===== config.mk =====
export PLATFORM = sky130hd
export DESIGN_NAME = ob_mk_table_ctl
export DESIGN_NICKNAME = d
export VERILOG_FILES = /design/src/rtl/ob_pkg.sv /design/src/rtl/ob_mk_table_ctl.sv
export SDC_FILE = /design/constraint.sdc
export NUM_CORES = 1
export LEC_CHECK = 0
export CAP_MARGIN = 5
export CELL_PAD_IN_SITES_DETAIL_PLACEMENT = 1
export CELL_PAD_IN_SITES_GLOBAL_PLACEMENT = 1
export CORE_ASPECT_RATIO = 0.75
export CORE_MARGIN = 5
export CORE_UTILIZATION = 29
export DETAILED_ROUTE_END_ITERATION = 12
export GPL_TIMING_DRIVEN = 0
export HOLD_SLACK_MARGIN = 0.08
export PLACE_DENSITY_LB_ADDON = 0.12
export RECOVER_POWER = 25
export SYNTH_ARGS = -nofsm -noshare
export SYNTH_HDL_FRONTEND = slang
export SYNTH_SLANG_ARGS = --single-unit

===== constraint.sdc =====
create_clock -name clk -period 5.1 [get_ports clk]
set_clock_uncertainty 0.1 [all_clocks]
set_input_delay 1.02 -clock clk [delete_from_list [all_inputs] [get_ports clk]]
set_output_delay 1.02 -clock clk [all_outputs]
set_load 0.01 [all_outputs]

===== src/rtl/ob_pkg.sv =====
// Shared order-book types.
// Table entries, uids and accumulated quantities.
package ob_pkg;

  typedef logic [7:0]  uid_t;
  typedef logic [15:0] price_t;
  typedef logic [15:0] quantity_t;
  typedef logic [23:0] accum_quantity_t;

  typedef struct packed {
    uid_t      uid;
    price_t    price;
    quantity_t quantity;
  } table_t;

endpackage


===== src/rtl/ob_mk_table_ctl.sv =====
// Command sequencer for one market-side order table.
// Turns INSERT/CANCEL/QRY/POP commands into table strobes and responses.
module ob_mk_table_ctl
  import ob_pkg::*;
#(
  parameter int N           = 16,
  parameter int QRY_TIMEOUT = 64
) (
  input  logic            clk,
  input  logic            rst,
  input  logic            cmd_vld,
  input  logic [1:0]      cmd_op,
  input  table_t          cmd_tbl,
  input  uid_t            cmd_uid,
  output logic            cmd_rdy,
  output logic            rsp_vld,
  input  logic            rsp_rdy,
  output logic [1:0]      rsp_status,
  output table_t          rsp_tbl,
  output accum_quantity_t rsp_qty,
  output logic            tbl_insert,
  output table_t          tbl_insert_tbl,
  output logic            tbl_cancel,
  output uid_t            tbl_cancel_uid,
  input  logic            tbl_cancel_hit_w,
  input  table_t          tbl_cancel_hit_tbl_w,
  output logic            tbl_head_pop,
  input  logic            tbl_head_vld_r,
  input  table_t          tbl_head_r,
  input  logic            tbl_full_w,
  input  logic            tbl_empty_w,
  output logic            tbl_qry_vld,
  input  logic            tbl_qry_rsp_vld_r,
  input  accum_quantity_t tbl_qry_rsp_qty_r
);

  localparam int CW = $clog2(QRY_TIMEOUT) + 1;

  localparam logic [1:0] OP_INS = 2'b00;
  localparam logic [1:0] OP_CAN = 2'b01;
  localparam logic [1:0] OP_QRY = 2'b10;
  localparam logic [1:0] OP_POP = 2'b11;

  localparam logic [1:0] ST_OK  = 2'b00;
  localparam logic [1:0] ST_REJ = 2'b01;
  localparam logic [1:0] ST_MIS = 2'b10;
  localparam logic [1:0] ST_TMO = 2'b11;

  if (N < 1 || QRY_TIMEOUT < 2) begin : g_param_chk
    $error("ob_mk_table_ctl: bad N or QRY_TIMEOUT");
  end

  typedef enum logic [1:0] {
    IDLE,
    EXEC,
    QWAIT,
    RSP
  } state_t;

  state_t        state;
  logic [1:0]    op_q;
  table_t        tbl_q;
  uid_t          uid_q;
  logic          full_q;
  logic          empty_q;
  logic [CW-1:0] cnt;
  logic          in_exec;
  logic          tmo_hit;
  logic          occ_unused;

  // Occupancy of the table is tracked for visibility only.
  assign occ_unused = empty_q;

  assign in_exec = (state == EXEC);
  assign tmo_hit = (cnt == CW'(QRY_TIMEOUT - 1));
  assign cmd_rdy = (state == IDLE) && !rst;

  assign tbl_insert     = in_exec && (op_q == OP_INS) && !full_q;
  assign tbl_cancel     = in_exec && (op_q == OP_CAN);
  assign tbl_head_pop   = in_exec && (op_q == OP_POP) && tbl_head_vld_r;
  assign tbl_qry_vld    = in_exec && (op_q == OP_QRY);
  assign tbl_insert_tbl = tbl_q;
  assign tbl_cancel_uid = uid_q;

  always_ff @(posedge clk or posedge rst) begin
    if (rst) begin
      state      <= IDLE;
      op_q       <= OP_INS;
      tbl_q      <= '0;
      uid_q      <= '0;
      full_q     <= 1'b0;
      empty_q    <= 1'b1;
      cnt        <= '0;
      rsp_vld    <= 1'b0;
      rsp_status <= ST_OK;
      rsp_tbl    <= '0;
      rsp_qty    <= '0;
    end else begin
      full_q  <= tbl_full_w;
      empty_q <= tbl_empty_w;
      unique case (state)
        IDLE: begin
          if (cmd_vld) begin
            op_q  <= cmd_op;
            tbl_q <= cmd_tbl;
            uid_q <= cmd_uid;
            state <= EXEC;
          end
        end
        EXEC: begin
          state      <= RSP;
          rsp_vld    <= 1'b1;
          rsp_status <= ST_OK;
          rsp_tbl    <= '0;
          rsp_qty    <= '0;
          unique case (1'b1)
            (op_q == OP_INS): begin
              if (full_q) rsp_status <= ST_REJ;
            end
            (op_q == OP_CAN): begin
              if (tbl_cancel_hit_w) rsp_tbl <= tbl_cancel_hit_tbl_w;
              else rsp_status <= ST_MIS;
            end
            (op_q == OP_POP): begin
              if (tbl_head_vld_r) rsp_tbl <= tbl_head_r;
              else rsp_status <= ST_REJ;
            end
            (op_q == OP_QRY): begin
              state   <= QWAIT;
              rsp_vld <= 1'b0;
              cnt     <= '0;
            end
          endcase
        end
        QWAIT: begin
          cnt <= cnt + CW'(1);
          if (tbl_qry_rsp_vld_r) begin
            rsp_qty    <= tbl_qry_rsp_qty_r;
            rsp_status <= ST_OK;
            rsp_vld    <= 1'b1;
            state      <= RSP;
          end else if (tmo_hit) begin
            rsp_qty    <= '0;
            rsp_status <= ST_TMO;
            rsp_vld    <= 1'b1;
            state      <= RSP;
          end
        end
        RSP: begin
          if (rsp_rdy) begin
            rsp_vld    <= 1'b0;
            rsp_status <= ST_OK;
            rsp_tbl    <= '0;
            rsp_qty    <= '0;
            state      <= IDLE;
          end
        end
        default: state <= IDLE;
      endcase
    end
  end

  a_one_strobe: assert property (@(posedge clk) disable iff (rst)
    $onehot0({tbl_insert, tbl_cancel, tbl_head_pop, tbl_qry_vld}));

endmodule


Word level (Yosys, flattened, before mapping)
Cells that the tools add are included.
{"block": "totals", "ff_bits": 127, "inputBits": 163, "out_inout_bits": 120, "word_cells": 73}
{"block": "classes", "n_addsub": 1, "eq_ne": 11, "muxes": 28, "reduce_logical": 19}
{"op": "40-bit case mux with 2 select lines", "n": 2}
{"op": "40-bit two-way mux", "n": 3}
{"op": "24-bit two-way mux", "n": 3}
{"op": "24-bit case mux with 3 select lines", "n": 1}
{"op": "7-bit case mux with 2 select lines", "n": 1}
{"op": "2-bit two-way mux", "n": 6}
{"op": "2-bit case mux with 3 select lines", "n": 2}
{"op": "2-bit == test (second input constant)", "n": 4}
{"op": "2-bit case mux with 4 select lines", "n": 1}
{"op": "7-bit by 1-bit adder with 7-bit output (second input constant)", "n": 1}
{"op": "7-bit by 6-bit == test with 1-bit output (second input constant)", "n": 1}
{"op": "1-bit logical AND", "n": 7}
{"op": "1-bit two-way mux", "n": 7}
{"op": "7-bit two-way mux", "n": 1}
{"op": "2-bit AND reduction", "n": 3}
{"op": "3-bit AND reduction", "n": 2}
{"op": "2-bit by 1-bit == test with 1-bit output (second input constant)", "n": 2}
{"op": "2-bit logical NOT", "n": 2}
{"op": "2-bit != test (second input constant)", "n": 2}
{"op": "2-bit nonzero test", "n": 2}
{"op": "3-bit != test (second input constant)", "n": 1}
{"op": "1-bit case mux with 3 select lines", "n": 1}
{"op": "3-bit nonzero test", "n": 1}
{"op": "1-bit logical NOT", "n": 2}
{"op": "2-bit by 1-bit != test with 1-bit output (second input constant)", "n": 1}

Longest topological paths before layout
Gate-level depths: netlist of run 1.
{"block": "logic_depth", "depth_word": 4, "mapped_depth": 8, "ltp_nobuf": 6}

Least setup slack after synthesis of run 1
OpenSTA, ideal clock, no wires.
{"block": "synth_path", "path_type": "input port to output port", "startpoint": "input port tbl_head_vld_r", "endpoint": "output port tbl_head_pop", "t_arrival_ns": 1.682, "t_required_ns": 3.980, "path_slack_ns": 2.298, "path_stages": 4, "n_path_buf": 2, "path_cell_list": "and2_1 clkbuf_1 buf_2 nor2b_1"}
{"block": "synth_between", "elab_chain_cells": 1}
{"element": "from (decl)", "line": "ob_mk_table_ctl.sv:28", "rtl": "input logic tbl_head_vld_r,"}
{"element": "1-bit logical AND", "line": "ob_mk_table_ctl.sv:80", "rtl": "assign tbl_head_pop = in_exec && (op_q == OP_POP) && tbl_head_vld_r;"}
{"element": "to (decl)", "line": "ob_mk_table_ctl.sv:27", "rtl": "output logic tbl_head_pop,"}
Every way passes these cells.

Worst setup path after layout of run 1
Ends and elaborated chain as after synthesis.

==> results of run 1 <==
[logic make-up (layout without fill, tap and decap cells)]
group,after synthesis,after routing,share of synthesized area [%]
flops,127,127,60.0
buf+inv,40,354,3.45
mux,53,53,11.3
compound gates,129,129,17.0
other cells,0,1,0
fa+ha+maj,6,6,1.42
simple gates,80,80,6.85
[synth_stat cells (all sizes together)]
cell type	number	area share, %
dfrtp	127	60
ha	6	1.4
or4	1	0.14
nor2b	5	0.59
nand2b	3	0.35
and3	1	0.12
clkbuf	15	1.1
or2	1	0.12
inv	9	0.64
nor4	2	0.24
nand3b	1	0.14
a31o	1	0.17
a32o	1	0.19
a211oi	1	0.14
and2	1	0.12
nor2	6	0.43
o31ai	3	0.69
o21ai	45	4.3
a21oi	7	0.66
o211ai	1	0.14
mux2	52	11
and2b	1	0.14
or3	2	0.24
a21boi	2	0.50
a22oi	42	6.0
a22o	25	4.1
buf	16	1.7
nand3	3	0.38
a2bb2oi	1	0.17
mux2i	1	0.19
and4	1	0.17
nand2	52	3.7
[state kept, by name (all words and copies together) (netlist names)]
| name | flops |
|---|---|
| state | 2 |
| tbl_insert_tbl | 40 |
| rsp_vld | 1 |
| cnt | 7 |
| rsp_status | 2 |
| op_q | 2 |
| tbl_cancel_uid | 8 |
| rsp_qty | 24 |
| rsp_tbl | 40 |
| full_q | 1 |
[stage by stage]
| step | util (%) | setup TNS [ns] | worst slack [ns] |
|---|---|---|---|
| after global placement | 47.2 | -169.54 | -1.34 |
| after floorplan | - | 0 | 0.596 |
| after CTS | 50.7 | 0 | 1.10 |
| final | 50.6 | 0 | 1.15 |
| after global routing | 50.6 | 0 | 0.971 |
| after detailed placement | 47.4 | 0 | 1.10 |
[how the worst max path moves through the flow]
stage,startpoint,endpoint,cells past startpoint
2_1_floorplan,rst,cnt[0],1
3_3_place_gp,rst,rsp_tbl[15],2
3_5_place_dp,tbl_head_vld_r,tbl_head_pop,6
4_1_cts,tbl_head_vld_r,tbl_head_pop,6
5_1_grt,tbl_head_vld_r,tbl_head_pop,6
6_report,tbl_head_vld_r,tbl_head_pop,6
[per-layer routing]
metal / wire (um) / vias to the layer above / global-route usage, % / share of wire [%]
li1: - / 2175 / - / -
met1: 8640 / 2390 / 23.4 / 43
met2: 9590 / 178 / 31.3 / 48
met3: 1490 / 23 / 6.55 / 7.4
met4: 314 / 0 / 5.63 / 1.6
met5: 0 / - / 0 / 0
[final cells by class]
type / instances / area, um2 / share of cell area (%)
flip-flops and latches: 127 / 3180 / 35.2
inverters: 9 / 35.0 / 0.388
clock inverters: 12 / 136 / 1.51
clock buffers: 20 / 457 / 5.06
multi-input cells: 268 / 1920 / 21.3
repair buffers: 282 / 2840 / 31.5
well taps: 242 / 303 / 3.36
diodes: 1 / 2.50 / 0.0277
plain buffers: 31 / 148 / 1.64
[power groups by stage]
| stage | sequential [mW] | combinational [mW] | clock [mW] |
|---|---|---|---|
| 6_report | 1.69 | 2.42 | 1.21 |
| 5_1_grt | 1.75 | 2.62 | 1.29 |
| 4_1_cts | 1.70 | 2.48 | 1.24 |
| 3_5_place_dp | 1.71 | 2.47 | 0 |
| 3_3_place_gp | 1.67 | 2.40 | 0 |
| 2_1_floorplan | 1.87 | 0.919 | 0 |
[worst reg2reg max path, delay by kind of cell (launching register included)]
family          cells  cell delay, ns
compound gates      3            1.13
fa+ha+maj           1            0.18
buf+inv             3            0.57
flops               1            0.42
==> parameters.txt, run 1 <==
Parameter                              Value

Status
  Result of the run    finished, violations left
  Failing checks    capacitance limit, slew limit

Synthesis
  Synthesized instance count    435
  Synthesis warning total    0
  Count of unique library cells instantiated by Yosys    38
  Number of nets in the synthesized netlist    604
  Post-synthesis area per instance    12.2 um2
  Synth Cell Area    5290 um2
  Register bit count reported by yosys    127
  Sequential cell area fraction in the yosys report    about 60%

Cells and area
  Layout Area Growth over Synthesis    70.4%
  Final instance area    9020 um2
  Most frequent standard cell in the layout excluding fill and tap cells    clkdlybuf4s50_1
  Share of cells above drive strength 1    a little over an eighth
  Count of nets after finishing    905
  Number of cells in the finished layout apart from fillers    992
  Number of fillers in the final layout    1886
  Commonest cells after routing, fill and taps aside    clkdlybuf4s50_1 (279), dfrtp_1 (127), nand2_1 (52), mux2_2 (52), a22oi_1 (42)

Clocking
  Clock tree root driver cell    clkbuf_16
  Worst-Skew Late Latency    a little over 0.4 ns
  Number of CTS-inserted buffers    17
  Sinks on Clock Net    127
  Post-CTS setup buffer count    0
  Largest buffer count on any clock path    2
  Clock tree from TritonCTS    yes
  Number of cells upsized or downsized after cts    0
  H-tree level count    4
  Clock slew at the register clock pins of the worst setup and hold paths    0.06 ns
  CTS Hold Buffers Added    0

Detailed routing
  Total DRC errors in the routed layout    0
  Detailed-route via count    4766
  Final antenna-violating net count    0
  Average wire per standard cell    20.2 um
  Drt first-iter violations    194
  Number of iterations in the first detailed-routing pass    4
  Detail-routed via count per cell    4.80
  Final routed wirelength across all metal layers    20.0 mm

Critical path
  Setup crit end kind    output port
  Max incr delay on CP    0.55 ns
  CP Data Required Time    3.98 ns
  Critical path's slowest cell    clkdlybuf4s50_1
  Top fanout value on the critical path    10
  CP Launch Type    input pin
  Ordered list of cells on the worst path    clkdlybuf4s50_1 -> and2_1 -> clkbuf_1 -> buf_2 -> nor2b_1 -> clkdlybuf4s50_1
  Critical path arrival    about 2.8 ns
  Crit Path Class    in -> out
  Startpoint of the worst-slack reg-to-reg timing path    state[1]
  Bufs and invs on worst path    4
  Kind of cell adding the most delay to the critical path    buffers and inverters
  R2r endpoint    cnt[3]
  Cell depth of the worst flop-to-flop path    7
  Top cell by count, worst path    clkdlybuf4s50_1
  Worst reg2reg setup slack    2.63 ns

Timing
  Worst Max-Slew Pin Slew    2.51 ns
  Setup-failing EPs final    0
  Max transition margin    -68.0%
  Ratio of final minimum period to clock period    around 77%
  Time the worst path needs with I/O delays and setup    3.95 ns
  Worst hold slack    0.377 ns
  Final Max Tran Viols    53
  RSZ-0062 raised after global routing    false
  Number of hold violations in the final report    0
  Achievable clock frequency    253 MHz

Floorplanning
  Core Box Area    17800 um2
  Initial standard-cell utilization of the core    around 30%
  Number of ports placed on the die boundary    between 200 and 300
  Cell Rows    42
  Die Y-Extent    127 um
  Width of the die    166 um
  Full die area    roughly 21000 um2

Placed design
  Placed wire-length estimate after detailed placement    15.7 mm
  Instance area at placement    8440 um2
  Count of buffers inserted at the top-level ports    around 280
  Global placement routability congestion    ~0.78
  Number of instances in the placed design    959

Hold path
  Class of the tightest hold or removal check    reg -> reg
  Worst Hold Depth    2
  Worst hold start    rsp_tbl[7]
  Worst-case hold path end point    rsp_tbl[7]

Pwr
  Logic pwr share    roughly 46%
  LEAKAGE    3.75 nW
  Post-route total power    5.33 mW
  Cell Int Power    3.49 mW
  Peak supply drop    ~240 uV
  Net Sw Power    1.84 mW
  Clk pwr share    22.8%
  Power per standard cell area    591 nW/um2
  Switching fraction of total power    about a third
  Share of total power in sequential cells    between 30% and 40%

Run
  Count of maximum capacitance violations    1

Global routing
  First-pass GRT wire length    between 30 and 40 mm
  Global route overflow    0
  Pin count of the biggest net entering global routing    76
  Antenna violations before repair    0
  Via count of the first global-routing pass    5297
  Total Routing Usage GR    roughly a fifth
(Power assumes the default switching activity.)
==> run 2, diff against run 1 <==
==> constraint.sdc (replaced) <==
create_clock -name clk -period 4 [get_ports clk]
set_clock_uncertainty 0.1 [all_clocks]
set_input_delay 0.8 -clock clk [delete_from_list [all_inputs] [get_ports clk]]
set_output_delay 0.8 -clock clk [all_outputs]
set_load 0.01 [all_outputs]
==> run 2 against run 1 <==
  * The flow now finishes without violations
  * Worst setup slack worse by 0.66 ns
  * Combinational power rose by 29%
  * Wire length rose by 0.50%
  * Final area rose by 0.33%
  * Critical path depth did not move
  * Total power increased by 27%
  * Global-route usage increased by 0.27 points
  * First-iteration DRC count is 4.1% lower
  * Sequential share of layout area decreased by 0.12 points
  * Sequential cell count unchanged
  * Clock power increased by 26%
  * Register-to-register slack got worse by 0.96 ns
  * Largest cell class unchanged
  * Highest routed layer unchanged
==> parameters.txt, run 2 (synthesis gave the netlist of run 1 again) <==
Parameter                              Value

Detailed routing
  Highest signal layer in the routed design    met4 (unchanged)
  Length of routed met3 wiring    1.41 mm (was 1.49 mm)
  Detail-routed via count per cell    4.77 (was 4.80)
  Drt first-iter violations    186 (was 194)
  Number of iterations in the first detailed-routing pass    4 (unchanged)
  DRT met1 WL    8.83 mm (was 8.64 mm)
  Final antenna-violating net count    0 (unchanged)
  Length of routed met2 wiring    9.68 mm (was 9.59 mm)
  Detailed-route via count    4730 (was 4766)
  Average wire per standard cell    20.3 um (was 20.2 um)
  Total DRC errors in the routed layout    0 (unchanged)
  Final routed wirelength across all metal layers    20.1 mm (was 20.0 mm)

Clocking
  Worst-Skew Late Latency    0.40 ns (was 0.41 ns)
  Post-CTS setup buffer count    0 (unchanged)
  Sinks on Clock Net    127 (unchanged)
  Number of cells upsized or downsized after cts    0 (unchanged)
  Clock slew at the register clock pins of the worst setup and hold paths    0.06 ns (about the same)
  CTS Hold Buffers Added    0 (unchanged)
  H-tree level count    4 (unchanged)
  Clock tree root driver cell    clkbuf_16 (unchanged)
  Number of CTS-inserted buffers    17 (unchanged)
  Clock tree from TritonCTS    yes (unchanged)
  Largest buffer count on any clock path    2 (unchanged)

Critical path
  Top fanout value on the critical path    10 (unchanged)
  Crit Path Class    in -> out (unchanged)
  Worst reg2reg setup slack    1.67 ns (was 2.63 ns)
  Setup crit end kind    output port (unchanged)
  Critical path arrival    2.61 ns (was 2.83 ns)
  CP Launch Type    input pin (unchanged)
  CP Data Required Time    3.10 ns (was 3.98 ns)

Placed design
  Count of buffers inserted at the top-level ports    281 (unchanged)
  Global placement routability congestion    0.801 (was 0.776)
  Placed wire-length estimate after detailed placement    15.8 mm (was 15.7 mm)

Floorplanning
  Cell Rows    42 (unchanged)
  Initial standard-cell utilization of the core    29.7% (unchanged)
  Core Box Area    17800 um2 (unchanged)
  Width of the die    166 um (unchanged)
  Die Y-Extent    127 um (unchanged)
  Full die area    21100 um2 (unchanged)
  Number of ports placed on the die boundary    283 (unchanged)

Timing
  RSZ-0062 raised after global routing    false (unchanged)
  Max transition margin    19.3% (was -68.0%)
  Time the worst path needs with I/O delays and setup    roughly 3.5 ns
  Setup-failing EPs final    0 (unchanged)
  Achievable clock frequency    285 MHz
  Final TNS setup    0 ns (unchanged)
  Worst Max-Slew Pin Slew    1.20 ns (was 2.51 ns)
  Final Max Tran Viols    0 (was 53)
  Ratio of final minimum period to clock period    between 80 and 90%
  Number of hold violations in the final report    0 (unchanged)

Cells and area
  Count of nets after finishing    907 (was 905)
  Share of cells above drive strength 1    13.6% (was 13.2%)
  Most frequent standard cell in the layout excluding fill and tap cells    clkdlybuf4s50_1 (unchanged)
  Area occupied by registers    3180 um2 (unchanged)
  Count of inserted antenna diode cells    0 (was 1)
  Number of fillers in the final layout    1859 (was 1886)
  Commonest cells after routing, fill and taps aside    clkdlybuf4s50_1 (279), dfrtp_1 (127), nand2_1 (52), mux2_2 (52), a22oi_1 (42) (unchanged)
  Area of the multi-input gates    1930 um2 (was 1920 um2)
  Layout Area Growth over Synthesis    71.0% (was 70.4%)

Global routing
  Global route overflow    0 (unchanged)
  Antenna violations before repair    0 (unchanged)
  Via count of the first global-routing pass    5200 (was 5297)
  Total Routing Usage GR    19.1% (was 18.8%)
  First-pass GRT wire length    31.6 mm (was 31.1 mm)
  Pin count of the biggest net entering global routing    39 (was 76)

Hold path
  Class of the tightest hold or removal check    reg -> reg (unchanged)

Pwr
  Peak supply drop    246 uV (was 241 uV)
  LEAKAGE    3.78 nW (was 3.75 nW)
  Post-route total power    6.79 mW (was 5.33 mW)
  Power per standard cell area    750 nW/um2 (was 591 nW/um2)

Status
  Result of the run    complete, no violations (was finished, violations left)

Run
  Count of maximum capacitance violations    0 (was 1)
-- run 2: cell count changes in the layout (fill, tap and decap cells not counted) --
cell	previous run	this run
a21boi_4	0	1
inv_6	1	2
buf_12	0	3
clkbuf_8	2	1
clkbuf_1	17	16
buf_2	7	8
clkinvlp_4	3	2
buf_16	1	0
a21boi_0	2	1
diode_2	1	0
-- run 2: final cells by class --
type	instances	share of cell area (%)
sequential	127	35.1
multi-input combinational	268	21.4
clock buffer	19	4.89
tap	242	3.35
clock inverter	12	1.52
buffer	31	1.65
timing repair buffer	284	31.7
inverter	9	0.387
-- run 2: per-layer routing --
metal | vias to the layer above | GRT usage [%]
met5 | - | 0
li1 | 2172 | -
met3 | 15 | 6.33
met2 | 180 | 32.0
met4 | 0 | 4.03
met1 | 2363 | 24.5
-- run 2: metrics by stage --
| stage | cell area [um2] | setup WS (ns) | hold WS, ns | utilization [%] | cells |
|---|---|---|---|---|---|
| detailed placement | 8470 | 0.473 | 0.373 | 47.6 | 961 |
| floorplan | 5300 | 1.53 | 0.404 | - | 435 |
| finish | 9050 | 0.490 | 0.380 | 50.8 | 992 |
| global placement | 8410 | 0.273 | 0.363 | 47.2 | 958 |
| CTS | 9050 | 0.438 | 0.385 | 50.8 | 992 |
| global route | 9050 | 0.346 | 0.412 | 50.8 | 992 |
-- run 2: power by group --
part | internal (mW) | total [mW] | switching [mW]
Sequential | 1.84 | 2.16 | 0.319
Clock | 0.936 | 1.53 | 0.590
Combinational | 1.66 | 3.11 | 1.44
-- run 2: final timing paths --
| kind | from | to | cells after the start |
|---|---|---|---|
| min reg2reg | rsp_tbl[16] | rsp_tbl[16] | 2 |
| min | rsp_tbl[16] | rsp_tbl[16] | 2 |
| min in group asynchronous | rst | rsp_qty[2] | 2 |
| max in group asynchronous | rst | tbl_insert_tbl[30] | 3 |
| max | tbl_head_vld_r | tbl_head_pop | 6 |
| max reg2reg | state[0] | rsp_qty[4] | 7 |
-- run 2: critical path: stages --
cell and delay, ns:
clkdlybuf4s50_1 0.47, and2_1 0.12, clkbuf_1 0.23, buf_2 0.26, nor2b_1 0.16, clkdlybuf4s50_1 0.56
